<file path="src/rtl/taxi_axil_regfile_pkg.sv">
// Shared types for the AXI-Lite register file: response codes, register classes and the
// address-to-class decoder.
package taxi_axil_regfile_pkg;

    typedef enum logic [1:0] {
        RespOkay   = 2'b00,
        RespSlverr = 2'b10,
        RespDecerr = 2'b11
    } resp_t;

    typedef enum logic [1:0] {
        ClassRw,
        ClassRo,
        ClassUnmapped
    } reg_class_t;

    // RW registers occupy the low word indices, RO registers follow, the rest is unmapped.
    function automatic reg_class_t decode(
        input longint unsigned idx,
        input longint unsigned rw_count,
        input longint unsigned ro_count
    );
        if (idx < rw_count) begin
            return ClassRw;
        end
        if (idx < rw_count + ro_count) begin
            return ClassRo;
        end
        return ClassUnmapped;
    endfunction

endpackage

</file>
<file path="src/rtl/taxi_axil_if.sv">
// Minimal AXI4-Lite interface with separate write and read modports.
interface taxi_axil_if #(
    parameter int DATA_W = 32,
    parameter int ADDR_W = 32,
    parameter int STRB_W = DATA_W / 8
) ();
    logic [ADDR_W-1:0] awaddr;
    logic [2:0]        awprot;
    logic              awvalid;
    logic              awready;
    logic [DATA_W-1:0] wdata;
    logic [STRB_W-1:0] wstrb;
    logic              wvalid;
    logic              wready;
    logic [1:0]        bresp;
    logic              bvalid;
    logic              bready;
    logic [ADDR_W-1:0] araddr;
    logic [2:0]        arprot;
    logic              arvalid;
    logic              arready;
    logic [DATA_W-1:0] rdata;
    logic [1:0]        rresp;
    logic              rvalid;
    logic              rready;

    modport wr_mst (
        output awaddr, awprot, awvalid, wdata, wstrb, wvalid, bready,
        input  awready, wready, bresp, bvalid
    );
    modport wr_slv (
        input  awaddr, awprot, awvalid, wdata, wstrb, wvalid, bready,
        output awready, wready, bresp, bvalid
    );
    modport rd_mst (
        output araddr, arprot, arvalid, rready,
        input  arready, rdata, rresp, rvalid
    );
    modport rd_slv (
        input  araddr, arprot, arvalid, rready,
        output arready, rdata, rresp, rvalid
    );
endinterface

</file>
<file path="src/rtl/taxi_axil_regfile.sv">
// AXI4-Lite responder terminating writes and reads into RW control and RO status registers,
// with one-cycle access pulses toward local logic.
module taxi_axil_regfile
    import taxi_axil_regfile_pkg::*;
#(
    parameter int unsigned RW_COUNT = 8,
    parameter int unsigned RO_COUNT = 8,
    parameter int unsigned DATA_W = 32,
    parameter CTRL_RESET_VAL = '0
) (
    input  logic                         clk,
    input  logic                         rst,
    taxi_axil_if.wr_slv                  s_axil_wr,
    taxi_axil_if.rd_slv                  s_axil_rd,
    output logic [RW_COUNT*DATA_W-1:0]   ctrl_reg,
    output logic [RW_COUNT-1:0]          ctrl_wr_pulse,
    input  logic [RO_COUNT*DATA_W-1:0]   status_reg,
    output logic [RO_COUNT-1:0]          status_rd_pulse
);

    localparam int unsigned ADDR_W = s_axil_wr.ADDR_W;
    localparam int unsigned STRB_W = DATA_W / 8;
    localparam int unsigned ADDR_LSB = $clog2(STRB_W);
    localparam int unsigned CTRL_W = RW_COUNT * DATA_W;
    localparam logic [CTRL_W-1:0] RESET_IMG = CTRL_W'(CTRL_RESET_VAL);

    logic                aw_held_q, aw_held_d;
    logic [ADDR_W-1:0]   awaddr_q, awaddr_d;
    logic                w_held_q, w_held_d;
    logic [DATA_W-1:0]   wdata_q, wdata_d;
    logic [STRB_W-1:0]   wstrb_q, wstrb_d;
    logic                bvalid_q, bvalid_d;
    resp_t               bresp_q, bresp_d;
    logic [CTRL_W-1:0]   ctrl_q, ctrl_d;
    logic [RW_COUNT-1:0] wr_pulse_q, wr_pulse_d;

    logic                rvalid_q, rvalid_d;
    logic [DATA_W-1:0]   rdata_q, rdata_d;
    resp_t               rresp_q, rresp_d;
    logic [RO_COUNT-1:0] rd_pulse_q, rd_pulse_d;

    logic              commit;
    logic              ar_ready;
    logic              ar_hs;
    logic [ADDR_W-1:0] wr_idx, rd_idx;
    reg_class_t        wr_class, rd_class;
    logic              unused_prot;

    assign unused_prot = ^{s_axil_wr.awprot, s_axil_rd.arprot};

    assign wr_idx   = awaddr_q >> ADDR_LSB;
    assign wr_class = decode(64'(wr_idx), 64'(RW_COUNT), 64'(RO_COUNT));
    assign commit   = aw_held_q && w_held_q && !bvalid_q;

    assign rd_idx   = s_axil_rd.araddr >> ADDR_LSB;
    assign rd_class = decode(64'(rd_idx), 64'(RW_COUNT), 64'(RO_COUNT));
    assign ar_ready = !rvalid_q || s_axil_rd.rready;
    assign ar_hs    = s_axil_rd.arvalid && ar_ready;

    assign s_axil_wr.awready = !aw_held_q;
    assign s_axil_wr.wready  = !w_held_q;
    assign s_axil_wr.bvalid  = bvalid_q;
    assign s_axil_wr.bresp   = bresp_q;
    assign s_axil_rd.arready = ar_ready;
    assign s_axil_rd.rvalid  = rvalid_q;
    assign s_axil_rd.rdata   = rdata_q;
    assign s_axil_rd.rresp   = rresp_q;

    assign ctrl_reg        = ctrl_q;
    assign ctrl_wr_pulse   = wr_pulse_q;
    assign status_rd_pulse = rd_pulse_q;

    always_comb begin
        aw_held_d  = aw_held_q;
        awaddr_d   = awaddr_q;
        w_held_d   = w_held_q;
        wdata_d    = wdata_q;
        wstrb_d    = wstrb_q;
        bvalid_d   = bvalid_q;
        bresp_d    = bresp_q;
        ctrl_d     = ctrl_q;
        wr_pulse_d = '0;

        if (bvalid_q && s_axil_wr.bready) begin
            bvalid_d = 1'b0;
        end
        if (s_axil_wr.awvalid && !aw_held_q) begin
            aw_held_d = 1'b1;
            awaddr_d  = s_axil_wr.awaddr;
        end
        if (s_axil_wr.wvalid && !w_held_q) begin
            w_held_d = 1'b1;
            wdata_d  = s_axil_wr.wdata;
            wstrb_d  = s_axil_wr.wstrb;
        end

        // Both buffers are full here, so neither can be refilled on the commit edge.
        if (commit) begin
            aw_held_d = 1'b0;
            w_held_d  = 1'b0;
            bvalid_d  = 1'b1;
            case (wr_class)
                ClassRw: begin
                    bresp_d = RespOkay;
                    for (int unsigned i = 0; i < RW_COUNT; i++) begin
                        if (wr_idx == ADDR_W'(i)) begin
                            wr_pulse_d[i] = 1'b1;
                            for (int unsigned b = 0; b < STRB_W; b++) begin
                                if (wstrb_q[b]) begin
                                    ctrl_d[i*DATA_W + b*8 +: 8] = wdata_q[b*8 +: 8];
                                end
                            end
                        end
                    end
                end
                ClassRo: bresp_d = RespSlverr;
                default: bresp_d = RespDecerr;
            endcase
        end
    end

    always_comb begin
        rvalid_d   = rvalid_q;
        rdata_d    = rdata_q;
        rresp_d    = rresp_q;
        rd_pulse_d = '0;

        if (rvalid_q && s_axil_rd.rready) begin
            rvalid_d = 1'b0;
        end
        // ctrl_q is the pre-commit value, so a read racing a write sees the old data.
        if (ar_hs) begin
            rvalid_d = 1'b1;
            rdata_d  = '0;
            case (rd_class)
                ClassRw: begin
                    rresp_d = RespOkay;
                    for (int unsigned i = 0; i < RW_COUNT; i++) begin
                        if (rd_idx == ADDR_W'(i)) begin
                            rdata_d = ctrl_q[i*DATA_W +: DATA_W];
                        end
                    end
                end
                ClassRo: begin
                    rresp_d = RespOkay;
                    for (int unsigned j = 0; j < RO_COUNT; j++) begin
                        if (rd_idx == ADDR_W'(RW_COUNT + j)) begin
                            rdata_d       = status_reg[j*DATA_W +: DATA_W];
                            rd_pulse_d[j] = 1'b1;
                        end
                    end
                end
                default: rresp_d = RespDecerr;
            endcase
        end
    end

    always_ff @(posedge clk or posedge rst) begin
        if (rst) begin
            aw_held_q  <= 1'b0;
            awaddr_q   <= '0;
            w_held_q   <= 1'b0;
            wdata_q    <= '0;
            wstrb_q    <= '0;
            bvalid_q   <= 1'b0;
            bresp_q    <= RespOkay;
            ctrl_q     <= RESET_IMG;
            wr_pulse_q <= '0;
        end else begin
            aw_held_q  <= aw_held_d;
            awaddr_q   <= awaddr_d;
            w_held_q   <= w_held_d;
            wdata_q    <= wdata_d;
            wstrb_q    <= wstrb_d;
            bvalid_q   <= bvalid_d;
            bresp_q    <= bresp_d;
            ctrl_q     <= ctrl_d;
            wr_pulse_q <= wr_pulse_d;
        end
    end

    always_ff @(posedge clk or posedge rst) begin
        if (rst) begin
            rvalid_q   <= 1'b0;
            rdata_q    <= '0;
            rresp_q    <= RespOkay;
            rd_pulse_q <= '0;
        end else begin
            rvalid_q   <= rvalid_d;
            rdata_q    <= rdata_d;
            rresp_q    <= rresp_d;
            rd_pulse_q <= rd_pulse_d;
        end
    end

endmodule

</file>
<file path="src/flat_wrapper.sv">
// flat-port wrapper written by rule: the top's interface ports become plain ports
module taxi_axil_regfile_flat import taxi_axil_regfile_pkg::*;
#(
    parameter int unsigned RW_COUNT = 8,
    parameter int unsigned RO_COUNT = 8,
    parameter int unsigned DATA_W = 32,
    parameter CTRL_RESET_VAL = '0
)
  (clk, rst, ctrl_reg, ctrl_wr_pulse, status_reg, status_rd_pulse, s_axil_wr_awaddr, s_axil_wr_awprot, s_axil_wr_awvalid, s_axil_wr_wdata, s_axil_wr_wstrb, s_axil_wr_wvalid, s_axil_wr_bready, s_axil_wr_awready, s_axil_wr_wready, s_axil_wr_bresp, s_axil_wr_bvalid, s_axil_rd_araddr, s_axil_rd_arprot, s_axil_rd_arvalid, s_axil_rd_rready, s_axil_rd_arready, s_axil_rd_rdata, s_axil_rd_rresp, s_axil_rd_rvalid);
  taxi_axil_if #(.DATA_W(DATA_W), .ADDR_W((16))) s_axil_wr_i ();
  taxi_axil_if #(.DATA_W(DATA_W), .ADDR_W((16))) s_axil_rd_i ();
  input  logic clk;
  input  logic rst;
  output logic [RW_COUNT*DATA_W-1:0] ctrl_reg;
  output logic [RW_COUNT-1:0] ctrl_wr_pulse;
  input  logic [RO_COUNT*DATA_W-1:0] status_reg;
  output logic [RO_COUNT-1:0] status_rd_pulse;
  input wire logic [$bits(s_axil_wr_i.awaddr)-1:0] s_axil_wr_awaddr;
  input wire logic [$bits(s_axil_wr_i.awprot)-1:0] s_axil_wr_awprot;
  input wire logic [$bits(s_axil_wr_i.awvalid)-1:0] s_axil_wr_awvalid;
  input wire logic [$bits(s_axil_wr_i.wdata)-1:0] s_axil_wr_wdata;
  input wire logic [$bits(s_axil_wr_i.wstrb)-1:0] s_axil_wr_wstrb;
  input wire logic [$bits(s_axil_wr_i.wvalid)-1:0] s_axil_wr_wvalid;
  input wire logic [$bits(s_axil_wr_i.bready)-1:0] s_axil_wr_bready;
  output wire logic [$bits(s_axil_wr_i.awready)-1:0] s_axil_wr_awready;
  output wire logic [$bits(s_axil_wr_i.wready)-1:0] s_axil_wr_wready;
  output wire logic [$bits(s_axil_wr_i.bresp)-1:0] s_axil_wr_bresp;
  output wire logic [$bits(s_axil_wr_i.bvalid)-1:0] s_axil_wr_bvalid;
  input wire logic [$bits(s_axil_rd_i.araddr)-1:0] s_axil_rd_araddr;
  input wire logic [$bits(s_axil_rd_i.arprot)-1:0] s_axil_rd_arprot;
  input wire logic [$bits(s_axil_rd_i.arvalid)-1:0] s_axil_rd_arvalid;
  input wire logic [$bits(s_axil_rd_i.rready)-1:0] s_axil_rd_rready;
  output wire logic [$bits(s_axil_rd_i.arready)-1:0] s_axil_rd_arready;
  output wire logic [$bits(s_axil_rd_i.rdata)-1:0] s_axil_rd_rdata;
  output wire logic [$bits(s_axil_rd_i.rresp)-1:0] s_axil_rd_rresp;
  output wire logic [$bits(s_axil_rd_i.rvalid)-1:0] s_axil_rd_rvalid;
  assign s_axil_wr_i.awaddr = s_axil_wr_awaddr;
  assign s_axil_wr_i.awprot = s_axil_wr_awprot;
  assign s_axil_wr_i.awvalid = s_axil_wr_awvalid;
  assign s_axil_wr_i.wdata = s_axil_wr_wdata;
  assign s_axil_wr_i.wstrb = s_axil_wr_wstrb;
  assign s_axil_wr_i.wvalid = s_axil_wr_wvalid;
  assign s_axil_wr_i.bready = s_axil_wr_bready;
  assign s_axil_wr_awready = s_axil_wr_i.awready;
  assign s_axil_wr_wready = s_axil_wr_i.wready;
  assign s_axil_wr_bresp = s_axil_wr_i.bresp;
  assign s_axil_wr_bvalid = s_axil_wr_i.bvalid;
  assign s_axil_rd_i.araddr = s_axil_rd_araddr;
  assign s_axil_rd_i.arprot = s_axil_rd_arprot;
  assign s_axil_rd_i.arvalid = s_axil_rd_arvalid;
  assign s_axil_rd_i.rready = s_axil_rd_rready;
  assign s_axil_rd_arready = s_axil_rd_i.arready;
  assign s_axil_rd_rdata = s_axil_rd_i.rdata;
  assign s_axil_rd_rresp = s_axil_rd_i.rresp;
  assign s_axil_rd_rvalid = s_axil_rd_i.rvalid;
  taxi_axil_regfile #(.RW_COUNT(RW_COUNT), .RO_COUNT(RO_COUNT), .DATA_W(DATA_W), .CTRL_RESET_VAL(CTRL_RESET_VAL)) u_core (.clk(clk), .rst(rst), .s_axil_wr(s_axil_wr_i), .s_axil_rd(s_axil_rd_i), .ctrl_reg(ctrl_reg), .ctrl_wr_pulse(ctrl_wr_pulse), .status_reg(status_reg), .status_rd_pulse(status_rd_pulse));
endmodule
</file>
<file path="config.mk">
export PLATFORM = sky130hd
export DESIGN_NAME = taxi_axil_regfile_flat
export DESIGN_NICKNAME = d
export VERILOG_FILES = /design/src/rtl/taxi_axil_regfile_pkg.sv /design/src/rtl/taxi_axil_if.sv /design/src/rtl/taxi_axil_regfile.sv /design/src/flat_wrapper.sv
export SDC_FILE = /design/constraint.sdc
export NUM_CORES = 1
export LEC_CHECK = 0
export CORE_AREA = 2 2 250 252
export DETAILED_ROUTE_END_ITERATION = 8
export DIE_AREA = 0 0 252 254
export GPL_TIMING_DRIVEN = 1
export PLACE_DENSITY = 0.65
export SLEW_MARGIN = 20
export SYNTH_ARGS = -nofsm -noshare
export SYNTH_HDL_FRONTEND = slang
export SYNTH_SLANG_ARGS = --single-unit
</file>
<file path="constraint.sdc">
create_clock -name clk -period 14.5 [get_ports clk]
set_input_delay 2.9 -clock clk [delete_from_list [all_inputs] [get_ports clk]]
set_output_delay 2.9 -clock clk [all_outputs]
set_load 0.005 [all_outputs]
</file>
==> results of run 1 <==
## area by class of cell
type | instances | area, um^2 | area share [%]
multi-input cells | 1172 | 9041 | 33.18
flip-flops and latches | 361 | 9034 | 33.15
repair buffers | 663 | 6591 | 24.19
clock buffers | 56 | 1216 | 4.463
well taps | 790 | 988.4 | 3.627
clock inverters | 21 | 305.3 | 1.120
inverters | 15 | 63.81 | 0.2341
diodes | 5 | 12.51 | 0.04591
## kinds of logic after synthesis
kind of cell           synth area share (%)
DFF                                   48.83
buffers and inverters                 2.489
muxes                                 24.36
AOI/OAI and AO/OA                     15.10
and+or+nand+nor                       9.218
## synthesized netlist by cell type, drive strengths merged (18+ instances only)
| master | number |
|---|---|
| mux2 | 316 |
| nor2 | 142 |
| a211oi | 21 |
| o21ai | 135 |
| buf | 45 |
| a21oi | 129 |
| o22ai | 34 |
| a22oi | 18 |
| o221ai | 21 |
| nand2 | 94 |
| mux2i | 61 |
| clkbuf | 50 |
| dfrtp | 361 |
## per-layer routing
metal / GRT usage, % / wire (um) / vias up
li1: - / - / 7340
met1: 34.74 / 37100 / 8483
met2: 43.93 / 41900 / 805
met3: 8.051 / 7955 / 178
met4: 11.53 / 3892 / 14
met5: 0 / 94 / -
## worst max-delay path, stage by stage
cell             delay [ps]
clkdlybuf4s50_1         400
nor2b_1                 850
inv_1                   190
clkdlybuf4s50_1         510
## through the flow
step                      hold slack [ps]  std cells
after global placement              464.0       3000
after global routing                528.6       3081
final                               488.8       3083
after detailed placement            479.0       3000
after floorplan                     473.3       1643
after CTS                           493.8       3077
## power groups by stage
stage	Clock, uW	Sequential (uW)	Combinational (uW)
final	1170	1270	406
after global placement	0	1270	397
after detailed placement	0	1280	407
after global routing	1240	1290	438
after CTS	1200	1260	409
after floorplan	0	1190	227
## how the worst max path moves through the flow
stage | cells past startpoint | slack, ps | to | startpoint
3_5_place_dp | 4 | 6770 | s_axil_rd_arready | s_axil_rd_rready
3_3_place_gp | 4 | 6780 | s_axil_rd_arready | s_axil_rd_rready
4_1_cts | 4 | 6760 | s_axil_rd_arready | s_axil_rd_rready
5_1_grt | 4 | 6600 | s_axil_rd_arready | s_axil_rd_rready
6_report | 4 | 6760 | s_axil_rd_arready | s_axil_rd_rready
2_1_floorplan | 1 | 1580 | u_core.aw_held_q | rst
==> metrics.csv, run 1 <==
metric;value;unit
Crit. End Element;primary output;
wire length per cell;29.50;um
Synth async-reset ratio;100.0;%
unique cell type count in the Yosys netlist;67;
CP required;11600;ps
first-pass GRT wire length;126000;um
Num Clock Sinks;361;
worst-skew pair later-pin latency;570;ps
Die X;252;um
ANT nets after route;0;
Max-slew headroom;19.77;%
#FFs+latches synth;361;
most frequent cells in the layout;clkdlybuf4s50_1, dfrtp_1, mux2_2;
CTS tree;built;
most common cell after layout, fill and taps aside;clkdlybuf4s50_1;
top cells by area, synth;dfrtp_1, mux2_2, a21oi_1;
Worst EP arrival;4840;ps
clk buf depth;3;
min cycle time layout;7743;ps
Setup CP Type;primary input to primary output;
Clk pin slew, worst setup/hold paths;60;ps
Die Y;254;um
layout cells sized above 1;22.20;%
Total GRT Usage;27.50;%
syn nets;1980;
CTS H-Tree Depth;2;
DRC;0;
Synth Area per Inst;11.26;um^2
quantity of gates resized following cts;0;
Port Buffers;639;
Cell Rows;91;
Internal Dissipation;2017;uW
Design Power;2853;uW
HPWL Detailed;68980;um
Worst Max-Slew Pin Slew;1201;ps
die area;0.06401;mm^2
CP Max Fanout;14;
FMAX;0.1291;GHz
Yosys top cell area share;48.83;%
drt initial violations;1327;
hold path cells;2;
pin count of the biggest net entering global routing;153;
drt first pass iters;5;
area leader, netlist;dfrtp_1;
beginning of the worst hold path;u_core.s_axil_wr.bresp[1];
max reg flops;256;
RSZ-0062 raised after global routing;no;
min-delay worst type;register to register;
r2r setup slk;11280;ps
fin nets;2594;
Root Buffer;clkbuf_16;
Core Footprint;0.06126;mm^2
Filler Cell Count;5737;
Vias/cell;5.456;
worst reg2reg path endpoint;u_core.s_axil_rd.rdata[26];
Finished Cell Area;0.02725;mm^2
synthesized area;0.01850;mm^2
Net Sw Frac;29.32;%
DRT Wirelength;90940;um
ys flop type;dfrtp_1;
Fin. Hold Viols;0;
Post-CTS Hold Fix Bufs;0;
Placement Cell Area;0.02570;mm^2
Seq pwr share;44.6;%
vias in the first global route;17220;
Syn Inst Count;1643;
fin worst setup slack;6757;ps
CP startpoint kind;primary input;
net switching power;836.5;uW
sequential-to-total area share from yosys stat;48.83;%
vias post-DR;16820;
Layout Utilization;44.49;%
Post-CTS Setup Inserts;0;
gr ovfl total;0;
Comb power frac;14.2;%
MaxCap Viol Count;0;
Reg2Reg Depth;6;
Leak Pwr;0.01158;uW
status;finished clean;
Synth Warn #;0;
peak supply drop;0.00007164;V
final period utilization;53.40;%
setup TNS;0;ps
# setup viols final;0;
Post-synth EDFFs;0;
Hold EP;u_core.s_axil_wr.bresp[1];
power per standard cell area;104.7;mW/mm^2
Initial Utilization;30.20;%
Top-Level Pins;650;
Clk pwr share;41.1;%
Inserted Clock Buffers;44;
area grow syn2layout;47.31;%
initial antenna violation count;11;
worst slack, placed;6770;ps
routability cong.;0.8906;
final setup skew;24.16;ps
Reg2Reg Launch Point;u_core.s_axil_rd.rvalid;
Max Slew Vio Count;0;
No activity file was read; power rests on OpenSTA's default activity.
==> run 2: changes to the inputs <==
==> constraint.sdc (replaced) <==
create_clock -name clk -period 7.5 [get_ports clk]
set_input_delay 1.5 -clock clk [delete_from_list [all_inputs] [get_ports clk]]
set_output_delay 1.5 -clock clk [all_outputs]
set_load 0.005 [all_outputs]
==> metrics.csv, run 2 (synthesis gave the netlist of run 1 again) <==
metric;value;unit
M1 GR Usage;36.11;%
Final Instance Count excl. Fillers;3084;
Leak Pwr;0.01148;uW
routability cong.;0.9242;
MaxCap Viol Count;0;
drt first pass iters;5;
fin nets;2596;
status;finished clean;
Total GRT Usage;27.30;%
Placed Instances;3005;
Post-CTS Setup Inserts;0;
FMAX;0.2285;GHz
Internal Dissipation;3621;uW
Reg2Reg Launch Point;u_core.s_axil_rd.rvalid;
worst slack, placed;2616;ps
Top-Level Pins;650;
setup TNS;0;ps
Reg2Reg Depth;9;
DRC;0;
Seq pwr share;47.3;%
ANT nets after route;0;
die area;0.06401;mm^2
Vias/cell;5.476;
Design Power;5200;uW
power per standard cell area;192.2;mW/mm^2
WHS;492.6;ps
# setup viols final;0;
Initial Utilization;30.20;%
Max Slew Vio Count;0;
CP required;6000;ps
Hold EP;u_core.s_axil_wr.bresp[1];
wire length per cell;29.34;um
CTS H-Tree Depth;2;
Worst Max-Slew Pin Slew;1214;ps
Fin. Hold Viols;0;
CP Max Fanout;14;
Post-CTS Hold Fix Bufs;0;
fin worst setup slack;3123;ps
Clk pwr share;37.7;%
first-pass GRT wire length;125400;um
layout cells sized above 1;22.06;%
net switching power;1579;uW
final period utilization;58.36;%
gr busiest metal;met2;
hold path cells;2;
CP startpoint kind;primary input;
Crit. End Element;primary output;
worst reg2reg path endpoint;u_core.s_axil_rd.rdata[17];
RSZ-0062 raised after global routing;no;
vias in the first global route;17110;
most common cell after layout, fill and taps aside;clkdlybuf4s50_1;
peak supply drop;0.0001407;V
DRT Wirelength;90490;um
Comb power frac;15.0;%
clk buf depth;3;
min cycle time layout;4377;ps
met3 Use GR;5.808;%
pin count of the biggest net entering global routing;155;
initial antenna violation count;8;
Inserted Clock Buffers;41;
quantity of gates resized following cts;0;
CTS tree;built;
Setup CP Type;primary input to primary output;
Num Clock Sinks;361;
Worst EP arrival;2880;ps
r2r setup slk;4070;ps
Die Y;254;um
beginning of the worst hold path;u_core.s_axil_wr.bresp[1];
area grow syn2layout;46.25;%
Die X;252;um
min-delay worst type;register to register;
Core Footprint;0.06126;mm^2
worst-skew pair later-pin latency;570;ps
Cell Rows;91;
vias post-DR;16890;
Port Buffers;639;
drt initial violations;1214;
max reg flops;256;
Max-slew headroom;18.98;%
Clk pin slew, worst setup/hold paths;60;ps
Filler Cell Count;5801;
most frequent cells in the layout;clkdlybuf4s50_1, dfrtp_1, mux2_2;
Root Buffer;clkbuf_16;
gr ovfl total;0;
met2 Use GR;43.98;%
Net Sw Frac;30.36;%
HPWL Detailed;68820;um
final setup skew;27.25;ps
run 2: worst max path at each step:
stage,startpoint,end,slack (ps)
finish,s_axil_rd_rready,s_axil_rd_arready,3120
global route,s_axil_rd_araddr[15],u_core.s_axil_rd.rdata[20],3010
CTS,s_axil_rd_rready,s_axil_rd_arready,3120
detailed placement,s_axil_rd_rready,u_core.s_axil_rd.rdata[17],2620
global placement,s_axil_rd_araddr[15],u_core.s_axil_rd.rdata[20],2680
floorplan,rst,u_core.aw_held_q,1160
run 2: power by group through the flow:
stage          logic, uW  clock network (uW)  registers [uW]
2_1_floorplan        440                   0            2300
3_3_place_gp         764                   0            2460
3_5_place_dp         782                   0            2480
4_1_cts              785                2000            2440
5_1_grt              840                2080            2490
6_report             781                1960            2460
run 2: per-layer routing:
metal | share of wire [%] | vias to the layer above | routed length, um
met3 | 7.1 | 146 | 6458
met4 | 3.4 | 2 | 3057
met2 | 46 | 783 | 41990
li1 | - | 7342 | -
met1 | 43 | 8615 | 38970
met5 | 0.014 | - | 13
run 2: critical path: stages:
cell and delay (ps):
clkdlybuf4s50_1 470, nor2b_1 50, buf_4 180, inv_1 130
clkdlybuf4s50_1 540
run 2: stage by stage:
step / utilization [%] / instance area (um^2)
after floorplan: - / 18500
after CTS: 44.12 / 27030
final: 44.17 / 27060
after global placement: 42.03 / 25750
after detailed placement: 42.03 / 25750
after global routing: 44.16 / 27050
run 2: area by class of cell:
type | count | area [um^2] | share of cell area [%]
Inverter | 15 | 60.06 | 0.2220
Tap cell | 790 | 988.4 | 3.653
Sequential cell | 361 | 9034 | 33.39
Timing Repair Buffer | 668 | 6641 | 24.55
Clock buffer | 57 | 1146 | 4.236
Multi-Input combinational cell | 1172 | 9044 | 33.42
Clock inverter | 16 | 131.4 | 0.4855
Antenna cell | 5 | 12.51 | 0.04624
==> run 3: changes to the inputs <==
--- a/config.mk
+++ b/config.mk
@@ -5,11 +5,11 @@
 export SDC_FILE = /design/constraint.sdc
 export NUM_CORES = 1
 export LEC_CHECK = 0
-export CORE_AREA = 2 2 250 252
+export CORE_AREA = 2 2 254 256
 export DETAILED_ROUTE_END_ITERATION = 8
-export DIE_AREA = 0 0 252 254
+export DIE_AREA = 0 0 256 258
 export GPL_TIMING_DRIVEN = 1
-export PLACE_DENSITY = 0.65
+export PLACE_DENSITY = 0.66
 export SLEW_MARGIN = 20
 export SYNTH_ARGS = -nofsm -noshare
 export SYNTH_HDL_FRONTEND = slang
==> constraint.sdc (replaced) <==
create_clock -name clk -period 3.8 [get_ports clk]
set_input_delay 0.76 -clock clk [delete_from_list [all_inputs] [get_ports clk]]
set_output_delay 0.76 -clock clk [all_outputs]
set_load 0.005 [all_outputs]
==> metrics.csv, run 3 (synthesis gave the netlist of run 1 again) <==
metric;value;unit
Placed Instances;3121;
CP startpoint kind;register;
HPWL Detailed;69040;um
min-delay worst type;register to register;
CTS tree;built;
initial antenna violation count;8;
Worst Max-Slew Pin Slew;965.4;ps
CP bufs+invs;0;
vias post-DR;16900;
Num Clock Sinks;361;
FMAX;0.3095;GHz
drt first pass iters;5;
Vias/cell;5.284;
clk buf depth;3;
crit-path max cell delay;940;ps
DRT Wirelength;88230;um
final setup skew;21.98;ps
status;finished clean;
CTS H-Tree Depth;2;
wire length per cell;27.59;um
Finished Cell Area;0.02775;mm^2
worst-skew pair later-pin latency;580;ps
Cell Rows;93;
Top-Level Pins;650;
most frequent cells in the layout;clkdlybuf4s50_1, dfrtp_1, mux2_2;
quantity of gates resized following cts;0;
pin count of the biggest net entering global routing;80;
Setup CP Type;register to register;
RSZ-0062 raised after global routing;no;
Port Buffers;639;
crit path max-delay cell type;nor2_2;
power per standard cell area;389.2;mW/mm^2
most common cell after layout, fill and taps aside;clkdlybuf4s50_1;
Initial Utilization;29.07;%
layout cells sized above 1;23.76;%
Max-slew headroom;35.57;%
min cycle time layout;3231;ps
Crit. End Element;register;
Worst EP arrival;3680;ps
ANT nets after route;0;
vias in the first global route;17580;
Layout Utilization;43.59;%
final period utilization;85.03;%
fin nets;2647;
Design Power;10800;uW
MaxCap Viol Count;0;
die area;0.06605;mm^2
peak supply drop;0.0002491;V
Root Buffer;clkbuf_16;
Placement Cell Area;0.02625;mm^2
Total GRT Usage;25.95;%
Die X;256;um
Die Y;258;um
Leak Pwr;0.01184;uW
Post-CTS Setup Inserts;0;
Filler Cell Count;6005;
Fin. Hold Viols;0;
CP Max Fanout;12;
drt initial violations;1274;
first-pass GRT wire length;125900;um
Final Instance Count excl. Fillers;3198;
CP Cell Sequence;nor4_1 -> nand3_1 -> nor2_1 -> nand2_1 -> nor2_2 -> mux2_2;
setup TNS;0;ps
DRC;0;
routability cong.;0.9461;
Core Footprint;0.06365;mm^2
# setup viols final;0;
max reg flops;256;
CP required;4250;ps
Inserted Clock Buffers;42;
area grow syn2layout;49.98;%
CP top delay family;simple AND/OR/NAND/NOR gates;
gr ovfl total;0;
Max Slew Vio Count;0;
Clk pin slew, worst setup/hold paths;60;ps
Post-CTS Hold Fix Bufs;0;
-- run 3: changes by cell type in the layout (fill, tap and decap cells not counted), sizes merged --
cell and change:
buf +50, bufinv +6, clkbuf -2, clkinvlp -2
diode -2, clkinv -1
-- run 3: power breakdown --
group | internal (uW) | switching (uW) | leakage (uW)
Combinational | 850 | 733 | 0.00620
Clock | 2650 | 1730 | 0.000728
Sequential | 4150 | 690 | 0.00491
Total | 7650 | 3150 | 0.0118
-- run 3: path summary, 6_finish.rpt --
| path | end | slack (ps) | cells after the start | startpoint |
|---|---|---|---|---|
| max reg2reg | u_core.ctrl_reg[145] | 570 | 6 | u_core.awaddr_q[14] |
| min reg2reg | u_core.s_axil_wr.bresp[1] | 480 | 2 | u_core.s_axil_wr.bresp[1] |
| max in group asynchronous | u_core.wdata_q[29] | 2180 | 3 | rst |
| max | u_core.ctrl_reg[145] | 570 | 6 | u_core.awaddr_q[14] |
| min | u_core.s_axil_wr.bresp[1] | 480 | 2 | u_core.s_axil_wr.bresp[1] |
| min in group asynchronous | u_core.wdata_q[26] | 720 | 2 | rst |
-- run 3: area by class of cell --
class	count	area, um^2	share of cell area, %
multi-input cells	1172	9035	32.56
inverters	15	60.06	0.2165
clock buffers	55	1160	4.180
repair buffers	718	7051	25.41
well taps	855	1070	3.856
diodes	3	7.507	0.02706
clock inverters	19	330.3	1.190
flip-flops and latches	361	9034	32.56
-- run 3: routing by layer --
metal | vias to the layer above | routed length (um) | track usage, %
li1 | 7445 | - | -
met1 | 8503 | 36040 | 32.28
met2 | 775 | 42060 | 43.15
met3 | 170 | 6235 | 6.252
met4 | 4 | 3872 | 10.93
met5 | - | 23 | 0
-- run 3: worst register-to-register path: stages (launching register included) --
cell and delay, ps:
dfrtp_1 380, nor4_1 300, nand3_1 210, nor2_1 310, nand2_1 540, nor2_2 950
mux2_2 430
-- run 3: metrics by stage --
step / setup slack [ps] / hold WS, ps
final: 569.0 / 476.7
after global routing: 380.6 / 526.6
after CTS: 564.3 / 486.0
after detailed placement: 151.8 / 475.1
after global placement: 156.7 / 470.2
after floorplan: -1800 / 473.3
